**src/rtl/midi_rx_parser_if.sv**
```systemverilog
// Signal bundle between the MIDI receive parser and its consumer.
// The parser drives the decoded strobes and samples the raw serial line.
`timescale 1ns/1ps
interface midi_rx_parser_if;
  logic       rx;
  logic       byte_valid;
  logic [7:0] byte_data;
  logic       frame_err;
  logic       msg_valid;
  logic [7:0] msg_status;
  logic [6:0] msg_d1;
  logic [6:0] msg_d2;
  logic [1:0] msg_len;
  logic       rt_valid;
  logic [7:0] rt_byte;
  logic       sysex_valid;
  logic [7:0] sysex_data;

  modport master (
    input  rx,
    output byte_valid, byte_data, frame_err,
    output msg_valid, msg_status, msg_d1, msg_d2, msg_len,
    output rt_valid, rt_byte, sysex_valid, sysex_data
  );

  modport slave (
    output rx,
    input  byte_valid, byte_data, frame_err,
    input  msg_valid, msg_status, msg_d1, msg_d2, msg_len,
    input  rt_valid, rt_byte, sysex_valid, sysex_data
  );
endinterface

```
**src/rtl/midi_rx_parser.sv**
```systemverilog
// MIDI 8N1 receiver plus message parser with running status and real-time split.
// Define MIDI_SYSEX_EN to forward SysEx bytes on sysex_valid/sysex_data.
`timescale 1ns/1ps
module midi_rx_parser #(
  parameter int CLK_HZ = 50_000_000,
  parameter int BAUD   = 31250
) (
  input  logic          clk_sys,
  input  logic          reset,
  midi_rx_parser_if.master midi
);

  localparam int          DIV     = (CLK_HZ + BAUD / 2) / BAUD;
  localparam logic [15:0] DIV_M1  = 16'(DIV - 1);
  localparam logic [15:0] HALF_M1 = 16'(DIV / 2 - 1);

`ifdef MIDI_SYSEX_EN
  localparam bit SYSEX_EN = 1'b1;
`else
  localparam bit SYSEX_EN = 1'b0;
`endif

  typedef enum logic [2:0] {
    ST_IDLE, ST_START, ST_DATA, ST_STOP, ST_BREAK
  } uart_state_t;

  uart_state_t uart_state_reg, uart_state_next;
  logic        rx_meta_reg, rx_sync_reg, rx_prev_reg;
  logic [15:0] bit_cnt_reg, bit_cnt_next;
  logic [2:0]  bit_idx_reg, bit_idx_next;
  logic [7:0]  shift_reg, shift_next;
  logic        byte_valid_reg, byte_valid_next;
  logic [7:0]  byte_data_reg, byte_data_next;
  logic        frame_err_reg, frame_err_next;

  logic [7:0]  run_status_reg, run_status_next;
  logic [1:0]  need_reg, need_next;
  logic [1:0]  cnt_reg, cnt_next;
  logic [6:0]  d1_reg, d1_next;
  logic        sysex_reg, sysex_next;
  logic        sysex_emit;
  logic        msg_valid_reg, msg_valid_next;
  logic [7:0]  msg_status_reg, msg_status_next;
  logic [6:0]  msg_d1_reg, msg_d1_next;
  logic [6:0]  msg_d2_reg, msg_d2_next;
  logic [1:0]  msg_len_reg, msg_len_next;
  logic        rt_valid_reg, rt_valid_next;
  logic [7:0]  rt_byte_reg, rt_byte_next;
  logic        sysex_valid_reg, sysex_valid_next;
  logic [7:0]  sysex_data_reg, sysex_data_next;

  // The edge detector keeps tracking through reset so a line already low
  // at release is not mistaken for a start bit.
  always_ff @(posedge clk_sys) begin
    rx_meta_reg <= midi.rx;
    rx_sync_reg <= rx_meta_reg;
    rx_prev_reg <= rx_sync_reg;
  end

  always_comb begin
    uart_state_next = uart_state_reg;
    bit_cnt_next    = bit_cnt_reg + 16'd1;
    bit_idx_next    = bit_idx_reg;
    shift_next      = shift_reg;
    byte_valid_next = 1'b0;
    byte_data_next  = byte_data_reg;
    frame_err_next  = 1'b0;
    case (uart_state_reg)
      ST_IDLE: begin
        bit_cnt_next = 16'd0;
        if (rx_prev_reg && !rx_sync_reg) uart_state_next = ST_START;
      end
      ST_START: if (bit_cnt_reg == HALF_M1) begin
        bit_cnt_next    = 16'd0;
        bit_idx_next    = 3'd0;
        uart_state_next = rx_sync_reg ? ST_IDLE : ST_DATA;
      end
      ST_DATA: if (bit_cnt_reg == DIV_M1) begin
        bit_cnt_next = 16'd0;
        shift_next   = {rx_sync_reg, shift_reg[7:1]};
        bit_idx_next = bit_idx_reg + 3'd1;
        if (bit_idx_reg == 3'd7) uart_state_next = ST_STOP;
      end
      ST_STOP: if (bit_cnt_reg == DIV_M1) begin
        bit_cnt_next = 16'd0;
        if (rx_sync_reg) begin
          byte_valid_next = 1'b1;
          byte_data_next  = shift_reg;
          uart_state_next = ST_IDLE;
        end else begin
          frame_err_next  = 1'b1;
          uart_state_next = ST_BREAK;
        end
      end
      ST_BREAK: begin
        bit_cnt_next = 16'd0;
        if (rx_sync_reg) uart_state_next = ST_IDLE;
      end
      default: uart_state_next = ST_IDLE;
    endcase
  end

  always_comb begin
    run_status_next = run_status_reg;
    need_next       = need_reg;
    cnt_next        = cnt_reg;
    d1_next         = d1_reg;
    sysex_next      = sysex_reg;
    sysex_emit      = 1'b0;
    msg_valid_next  = 1'b0;
    msg_status_next = msg_status_reg;
    msg_d1_next     = msg_d1_reg;
    msg_d2_next     = msg_d2_reg;
    msg_len_next    = msg_len_reg;
    rt_valid_next   = 1'b0;
    rt_byte_next    = rt_byte_reg;
    if (byte_valid_reg) begin
      if (byte_data_reg >= 8'hF8) begin
        rt_valid_next = 1'b1;
        rt_byte_next  = byte_data_reg;
      end else if (sysex_reg && (!byte_data_reg[7] || byte_data_reg == 8'hF7)) begin
        sysex_emit = 1'b1;
        if (byte_data_reg[7]) sysex_next = 1'b0;
      end else if (byte_data_reg[7]) begin
        // Any status other than 0xF7 also terminates SysEx and is then handled here.
        sysex_next = 1'b0;
        if (byte_data_reg < 8'hF0) begin
          run_status_next = byte_data_reg;
          need_next       = (byte_data_reg[7:5] == 3'b110) ? 2'd1 : 2'd2;
          cnt_next        = 2'd0;
        end else begin
          case (byte_data_reg)
            8'hF0: begin
              run_status_next = 8'h00;
              need_next       = 2'd0;
              cnt_next        = 2'd0;
              sysex_next      = 1'b1;
              sysex_emit      = 1'b1;
            end
            8'hF1, 8'hF3, 8'hF2: begin
              run_status_next = byte_data_reg;
              need_next       = (byte_data_reg == 8'hF2) ? 2'd2 : 2'd1;
              cnt_next        = 2'd0;
            end
            8'hF6: begin
              msg_valid_next  = 1'b1;
              msg_status_next = 8'hF6;
              msg_d1_next     = 7'd0;
              msg_d2_next     = 7'd0;
              msg_len_next    = 2'd0;
              run_status_next = 8'h00;
              need_next       = 2'd0;
              cnt_next        = 2'd0;
            end
            8'hF4, 8'hF5: begin
              run_status_next = 8'h00;
              need_next       = 2'd0;
              cnt_next        = 2'd0;
            end
            default: ;
          endcase
        end
      end else if (need_reg != 2'd0) begin
        if (cnt_reg + 2'd1 == need_reg) begin
          msg_valid_next  = 1'b1;
          msg_status_next = run_status_reg;
          msg_d1_next     = (need_reg == 2'd1) ? byte_data_reg[6:0] : d1_reg;
          msg_d2_next     = (need_reg == 2'd2) ? byte_data_reg[6:0] : 7'd0;
          msg_len_next    = need_reg;
          cnt_next        = 2'd0;
          if (run_status_reg[7:4] == 4'hF) begin
            run_status_next = 8'h00;
            need_next       = 2'd0;
          end
        end else begin
          d1_next  = byte_data_reg[6:0];
          cnt_next = cnt_reg + 2'd1;
        end
      end
    end
    sysex_valid_next = SYSEX_EN && sysex_emit;
    sysex_data_next  = (SYSEX_EN && sysex_emit) ? byte_data_reg : sysex_data_reg;
  end

  always_ff @(posedge clk_sys) begin
    if (reset) begin
      uart_state_reg  <= ST_IDLE;
      bit_cnt_reg     <= 16'd0;
      bit_idx_reg     <= 3'd0;
      shift_reg       <= 8'h00;
      byte_valid_reg  <= 1'b0;
      byte_data_reg   <= 8'h00;
      frame_err_reg   <= 1'b0;
      run_status_reg  <= 8'h00;
      need_reg        <= 2'd0;
      cnt_reg         <= 2'd0;
      d1_reg          <= 7'd0;
      sysex_reg       <= 1'b0;
      msg_valid_reg   <= 1'b0;
      msg_status_reg  <= 8'h00;
      msg_d1_reg      <= 7'd0;
      msg_d2_reg      <= 7'd0;
      msg_len_reg     <= 2'd0;
      rt_valid_reg    <= 1'b0;
      rt_byte_reg     <= 8'h00;
      sysex_valid_reg <= 1'b0;
      sysex_data_reg  <= 8'h00;
    end else begin
      uart_state_reg  <= uart_state_next;
      bit_cnt_reg     <= bit_cnt_next;
      bit_idx_reg     <= bit_idx_next;
      shift_reg       <= shift_next;
      byte_valid_reg  <= byte_valid_next;
      byte_data_reg   <= byte_data_next;
      frame_err_reg   <= frame_err_next;
      run_status_reg  <= run_status_next;
      need_reg        <= need_next;
      cnt_reg         <= cnt_next;
      d1_reg          <= d1_next;
      sysex_reg       <= sysex_next;
      msg_valid_reg   <= msg_valid_next;
      msg_status_reg  <= msg_status_next;
      msg_d1_reg      <= msg_d1_next;
      msg_d2_reg      <= msg_d2_next;
      msg_len_reg     <= msg_len_next;
      rt_valid_reg    <= rt_valid_next;
      rt_byte_reg     <= rt_byte_next;
      sysex_valid_reg <= sysex_valid_next;
      sysex_data_reg  <= sysex_data_next;
    end
  end

  assign midi.byte_valid  = byte_valid_reg;
  assign midi.byte_data   = byte_data_reg;
  assign midi.frame_err   = frame_err_reg;
  assign midi.msg_valid   = msg_valid_reg;
  assign midi.msg_status  = msg_status_reg;
  assign midi.msg_d1      = msg_d1_reg;
  assign midi.msg_d2      = msg_d2_reg;
  assign midi.msg_len     = msg_len_reg;
  assign midi.rt_valid    = rt_valid_reg;
  assign midi.rt_byte     = rt_byte_reg;
  assign midi.sysex_valid = sysex_valid_reg;
  assign midi.sysex_data  = sysex_data_reg;

endmodule

```
**src/flat_wrapper.sv**
```systemverilog
// flat-port wrapper written by rule: the top's interface ports become plain ports
module midi_rx_parser_flat 
#(
  parameter int CLK_HZ = 50_000_000,
  parameter int BAUD   = 31250
)
  (clk_sys, reset, midi_rx, midi_byte_valid, midi_byte_data, midi_frame_err, midi_msg_valid, midi_msg_status, midi_msg_d1, midi_msg_d2, midi_msg_len, midi_rt_valid, midi_rt_byte, midi_sysex_valid, midi_sysex_data);
  midi_rx_parser_if midi_i ();
  input  logic clk_sys;
  input  logic reset;
  input wire logic [$bits(midi_i.rx)-1:0] midi_rx;
  output wire logic [$bits(midi_i.byte_valid)-1:0] midi_byte_valid;
  output wire logic [$bits(midi_i.byte_data)-1:0] midi_byte_data;
  output wire logic [$bits(midi_i.frame_err)-1:0] midi_frame_err;
  output wire logic [$bits(midi_i.msg_valid)-1:0] midi_msg_valid;
  output wire logic [$bits(midi_i.msg_status)-1:0] midi_msg_status;
  output wire logic [$bits(midi_i.msg_d1)-1:0] midi_msg_d1;
  output wire logic [$bits(midi_i.msg_d2)-1:0] midi_msg_d2;
  output wire logic [$bits(midi_i.msg_len)-1:0] midi_msg_len;
  output wire logic [$bits(midi_i.rt_valid)-1:0] midi_rt_valid;
  output wire logic [$bits(midi_i.rt_byte)-1:0] midi_rt_byte;
  output wire logic [$bits(midi_i.sysex_valid)-1:0] midi_sysex_valid;
  output wire logic [$bits(midi_i.sysex_data)-1:0] midi_sysex_data;
  assign midi_i.rx = midi_rx;
  assign midi_byte_valid = midi_i.byte_valid;
  assign midi_byte_data = midi_i.byte_data;
  assign midi_frame_err = midi_i.frame_err;
  assign midi_msg_valid = midi_i.msg_valid;
  assign midi_msg_status = midi_i.msg_status;
  assign midi_msg_d1 = midi_i.msg_d1;
  assign midi_msg_d2 = midi_i.msg_d2;
  assign midi_msg_len = midi_i.msg_len;
  assign midi_rt_valid = midi_i.rt_valid;
  assign midi_rt_byte = midi_i.rt_byte;
  assign midi_sysex_valid = midi_i.sysex_valid;
  assign midi_sysex_data = midi_i.sysex_data;
  midi_rx_parser #(.CLK_HZ(CLK_HZ), .BAUD(BAUD)) u_core (.clk_sys(clk_sys), .reset(reset), .midi(midi_i));
endmodule
```
**config.mk**
```make
export PLATFORM = sky130hd
export DESIGN_NAME = midi_rx_parser_flat
export DESIGN_NICKNAME = d
export VERILOG_FILES = /design/src/rtl/midi_rx_parser_if.sv /design/src/rtl/midi_rx_parser.sv /design/src/flat_wrapper.sv
export SDC_FILE = /design/constraint.sdc
export NUM_CORES = 1
export LEC_CHECK = 0
export BUFFER_PORTS_ARGS = -buffer_cell sky130_fd_sc_hd__buf_2
export CAP_MARGIN = 10
export CORE_MARGIN = 4
export CORE_UTILIZATION = 38
export DETAILED_ROUTE_END_ITERATION = 10
export SLEW_MARGIN = 20
export SYNTH_ARGS = -nofsm -noshare
export SYNTH_HDL_FRONTEND = slang
export SYNTH_SLANG_ARGS = --single-unit
```
**constraint.sdc**
```tcl
create_clock -name clk_sys -period 2 [get_ports clk_sys]
set_input_delay 0.5 -clock clk_sys [delete_from_list [all_inputs] [get_ports clk_sys]]
set_output_delay 0.5 -clock clk_sys [all_outputs]
set_load 0.01 [all_outputs]
```
Word-level counts from Yosys, hierarchy flattened --
Cells that the tools add are included.
Cells by class: reductions and logical operators 29, muxes and demuxes 67, $add $sub $neg 3, bitwise logic cells 7, eq/ne operators 30, order comparisons 2
Operators with widths (count):
- $mux W8 | 10
- $mux W7 | 10
- $eq A8 B8 Y1 const B | 8
- $pmux W16 S3 | 1
- $mux W2 | 18
- $mux W16 | 2
- $mux W3 | 9
- $add A16 B1 Y16 const B | 1
- $eq A16 B10 Y1 const B | 1
- $eq A16 B11 Y1 const B | 1
- $pmux W8 S2 | 1
- $pmux W3 S5 | 1
- $reduce_and A7 Y1 | 2
- $mux W1 | 13
- $ne A2 B1 Y1 const B | 6
- $reduce_and A6 Y1 | 2
- $reduce_bool A2 Y1 | 5
- $eq A3 B3 Y1 const B | 3
- $reduce_and A3 Y1 | 3
- $ge A8 B8 Y1 const B | 1
- $lt A8 B8 Y1 const B | 1
- $reduce_or A4 Y1 | 2
- $not A1 Y1 | 7
- $reduce_or A7 Y1 | 1
- 21 further kinds | 29
Word-level totals: bits in registers 97, output and inout bits 53, word-level logic and storage cells 160

Depth between registers and ports, before layout --
depth in word-level cells 5, depth in mapped cells 8, gate-level depth less buffers 7

Worst setup path before layout --
No wires, ideal clock.
path kind register -> register, from reg u_core.bit_cnt_reg[0], to reg u_core.byte_data_reg[4] (netlist: u_core.midi.byte_data[4]), arrival 1.824 ns, required time 1.872 ns, stages on the path, launching flop included 8, library setup time 0.128 ns, setup slack 0.049 ns, path through dfxtp_1 ha_1 and4_1 nand3b_1 or4_1 buf_2 mux2i_1 nor2_1
On the way: longest elaborated chain between the ends 2
RTL lines:
- start: declaration | line midi_rx_parser.sv:29 | logic [15:0] bit_cnt_reg, bit_cnt_next;
- start signal: assignment | line midi_rx_parser.sv:210 | bit_cnt_reg <= bit_cnt_next;
- $eq A16 B11 Y1 | line midi_rx_parser.sv:84 | ST_STOP: if (bit_cnt_reg == DIV_M1) begin
- $reduce_and A3 Y1 (no line)
- end signal: assignment | line midi_rx_parser.sv:214 | byte_data_reg <= byte_data_next;
- end: declaration | line midi_rx_parser.sv:33 | logic [7:0] byte_data_reg, byte_data_next;
No other way between the ends. A chain may end at the register's enable or synchronous reset.

Worst setup path after layout --
from reg u_core.bit_cnt_reg[0], to reg u_core.uart_state_reg[1]
On the way: longest elaborated chain between the ends 3
RTL lines:
- $eq A16 B11 Y1 / $eq A16 B10 Y1 (equally long branches) | line midi_rx_parser.sv:78, midi_rx_parser.sv:84, midi_rx_parser.sv:73
- $ne A2 B1 Y1 (no line)
- $reduce_and A6 Y1 (no line) *
- end signal: assignment | line midi_rx_parser.sv:209 | uart_state_reg <= uart_state_next;
- end: declaration | line midi_rx_parser.sv:27 | uart_state_t uart_state_reg, uart_state_next;
Mark *: on every way between the ends. The rest lies on a longest branch, timed or not.

==> flow_metrics.tcl <==
set metrics [dict create \
    synth-main-ff-cell "dfxtp_1" \
    post_dp_cell_area_sq_mm 0.00476 \
    tightest_slew_ns 0.531 \
    maxCapViolations 0 \
    crit_path_start_kind "flop" \
    synth_edf_count 0 \
    drive_gt1_share_pct 22.9 \
    r2r_slack_ns 0.05 \
    ir_worst_vdd_uv 762 \
    synth_top_area_share_pct 45.8 \
    final_nets 538 \
    syn-cell-area_sq_mm 0.00424 \
    wire_per_inst_microns 14.8 \
    slowest_stage "or3_1" \
    hold_class "in -> reg" \
    postLayoutCoreUtil_pct 46.2 \
    synthTopCellsByCount "dfxtp_1 (97), nor2_1 (64), mux2i_1 (32)" \
    synth-seq-cells 97 \
    portBuffers 46 \
    dpl.hpwl_mm 7.06 \
    slowest_delay_ns 0.42 \
    fin_area_sq_mm 0.00503 \
    ant_nets 0 \
    clock_latency_ns 0.37 \
    vias 3495 \
    crit_path_start "u_core.bit_cnt_reg[0]" \
    outcome "completed" \
    numCtsBuffers 9 \
    synth.top_cells.by_area "dfxtp_1 (46%), mux2i_1 (7.6%), nor2_1 (5.7%)" \
    seq_area_frac_synth_pct 45.8 \
    finalMaxSlewViolations 0 \
    num_antenna_cells 0 \
    drt-pass1-iter-count 4 \
    ios 56 \
    fin_tns_setup_ns 0 \
    num_rows 38 \
    largest_reg_flops 16 \
    grt_pass1_vias 3288 \
    rr_startpoint "u_core.bit_cnt_reg[0]" \
    routed_via_density 5.16 \
    cts_tree "done" \
    clkSinkCount 97 \
    clock_skew_ns 0.0137 \
    period_share_pct 97.4 \
    setup_violations 0 \
    slew_headroom_pct 64.6 \
    final_hold_viol_count 0 \
    wirelength_mm 9.99 \
    grt_start_max_net_pins 52 \
    path_max_fanout 4 \
    die_width_microns 114 \
    drt_iter0_drc 172 \
    initial_core_util_pct 38.9 \
    synth.most_common_cell "dfxtp_1" \
    grt_pass1_wl_mm 16.2 \
    area_growth_pct 18.8 \
    grt_use_total_pct 15.6 \
    cts.path.max_buffers 2 \
    crit_chain "ha_4, and4_1, nand3b_1, buf_6, or3_1, a211o_1, a31oi_1" \
    fin_crit_ns 1.95 \
    die_h_microns 114 \
    async_reset_ff_share_pct 0 \
    grt_overflow_total 0 \
    drc 0 \
    cp-end-kind "flop" \
    p_leak_uw 0.00192 \
    p_per_area_mw_per_mm2 659 \
    cp.required_ns 2.30 \
    path_clk_slew_ns 0.09 \
    core_sq_mm 0.0109 \
    yosysTopAreaCell "dfxtp_1" \
    rr_worst_depth 7 \
    antenna_found_initial 0 \
    ys_types 62 \
    avgSynthCellArea_sq_um 9.09 \
    htreeDepth 3 \
    netlist_instances 466 \
    place_congestion 0.829 \
    cp_data_arrival_time_ns 2.24 \
    crit_end "u_core.uart_state_reg[1]" \
    dieArea_sq_mm 0.0129 \
    timing.rr.end "u_core.uart_state_reg[1]" \
    cts_root_buffer "clkbuf_8" \
    rsz0062_at_grt "yes" \
    crit_type "reg -> reg" \
    yosys_warnings 0 \
    fmax_mhz 513 \
]
-- how the worst min path moves through the flow --
| stage | endpoint | start | depth (start not counted) | slack (ns) |
|---|---|---|---|---|
| 2_1_floorplan | u_core.rx_sync_reg | u_core.rx_meta_reg | 0 | 0.31 |
| 3_3_place_gp | u_core.rx_sync_reg | u_core.rx_meta_reg | 0 | 0.32 |
| 3_5_place_dp | u_core.rx_sync_reg | u_core.rx_meta_reg | 0 | 0.31 |
| 4_1_cts | u_core.rx_meta_reg | midi_rx | 1 | 0.21 |
| 5_1_grt | u_core.rx_meta_reg | midi_rx | 1 | 0.22 |
| 6_report | u_core.rx_meta_reg | midi_rx | 1 | 0.23 |
-- timing repair --
item | 4_1_cts | 5_1_grt
resized for setup | 0 | 10
buffers inserted | 1 | 2
pin swaps | 0 | 6
endpoints found under the setup margin | 1 | 37
hold buffers | 0 | 0
cloned | 0 | 1
-- power by group --
group	switching (uW)	total (uW)	internal, uW
Sequential	7.19	1940	1930
Clock	668	1310	642
Combinational	47.8	65.0	17.2
-- metrics by stage --
| stage | hold slack [ns] | power [uW] | std cells | worst slack (ns) |
|---|---|---|---|---|
| CTS | 0.213 | 3350 | 674 | 0.00924 |
| finish | 0.230 | 3320 | 677 | 0.0524 |
| floorplan | 0.310 | 2040 | 474 | 0.0488 |
| global placement | 0.321 | 2050 | 657 | 0.113 |
| global route | 0.217 | 3430 | 677 | -0.0743 |
| detailed placement | 0.314 | 2050 | 657 | 0.0555 |
-- worst max-delay path, delay by kind of cell, from the launching register on --
family,cells,cell delay [ns]
DFF,1,0.37
buffers and inverters,1,0.17
and+or+nand+nor,3,0.81
AOI/OAI and AO/OA,2,0.41
adders and majority gates,1,0.13
-- layer usage --
layer / global-route usage (%) / part of all wire (%) / wire length, microns
met3: 3.66 / 5.2 / 515
met2: 25.8 / 49 / 4880
met5: 0 / 0 / 0
met1: 20.0 / 44 / 4430
met4: 5.53 / 1.7 / 166
-- cells by family (layout without fill, tap and decap cells) --
| group | Yosys count | in the layout | share of synthesized area, % |
|---|---|---|---|
| flops | 97 | 97 | 45.8 |
| buf+inv | 45 | 108 | 5.34 |
| xor+xnor | 15 | 15 | 3.28 |
| other cells | 1 | 9 | 0.0885 |
| simple gates | 180 | 180 | 22.0 |
| mux | 35 | 35 | 8.71 |
| compound gates | 90 | 90 | 13.9 |
| fa+ha+maj | 3 | 3 | 0.886 |
-- area by class of cell --
class / instances / area [sq um]
Clock inverter: 5 / 53.8
Tap cell: 140 / 175
Multi-Input combinational cell: 332 / 2130
Inverter: 4 / 15.0
Timing Repair Buffer: 88 / 563
Clock buffer: 11 / 151
Sequential cell: 97 / 1950
Fill cell: 1069 / 5850
-- layout by cell type, fill, tap and decap left out, types with 14 or more instances in the layout --
master | synthesis | routed
dfxtp_1 | 97 | 95
nor2_1 | 64 | 64
buf_2 | 10 | 47
buf_4 | 10 | 38
mux2i_1 | 32 | 32
o21ai_0 | 26 | 26
a21oi_1 | 26 | 26
nand2_1 | 23 | 23
nand3_1 | 18 | 18
nor3_1 | 14 | 14
No activity file was read; power rests on OpenSTA's default activity.
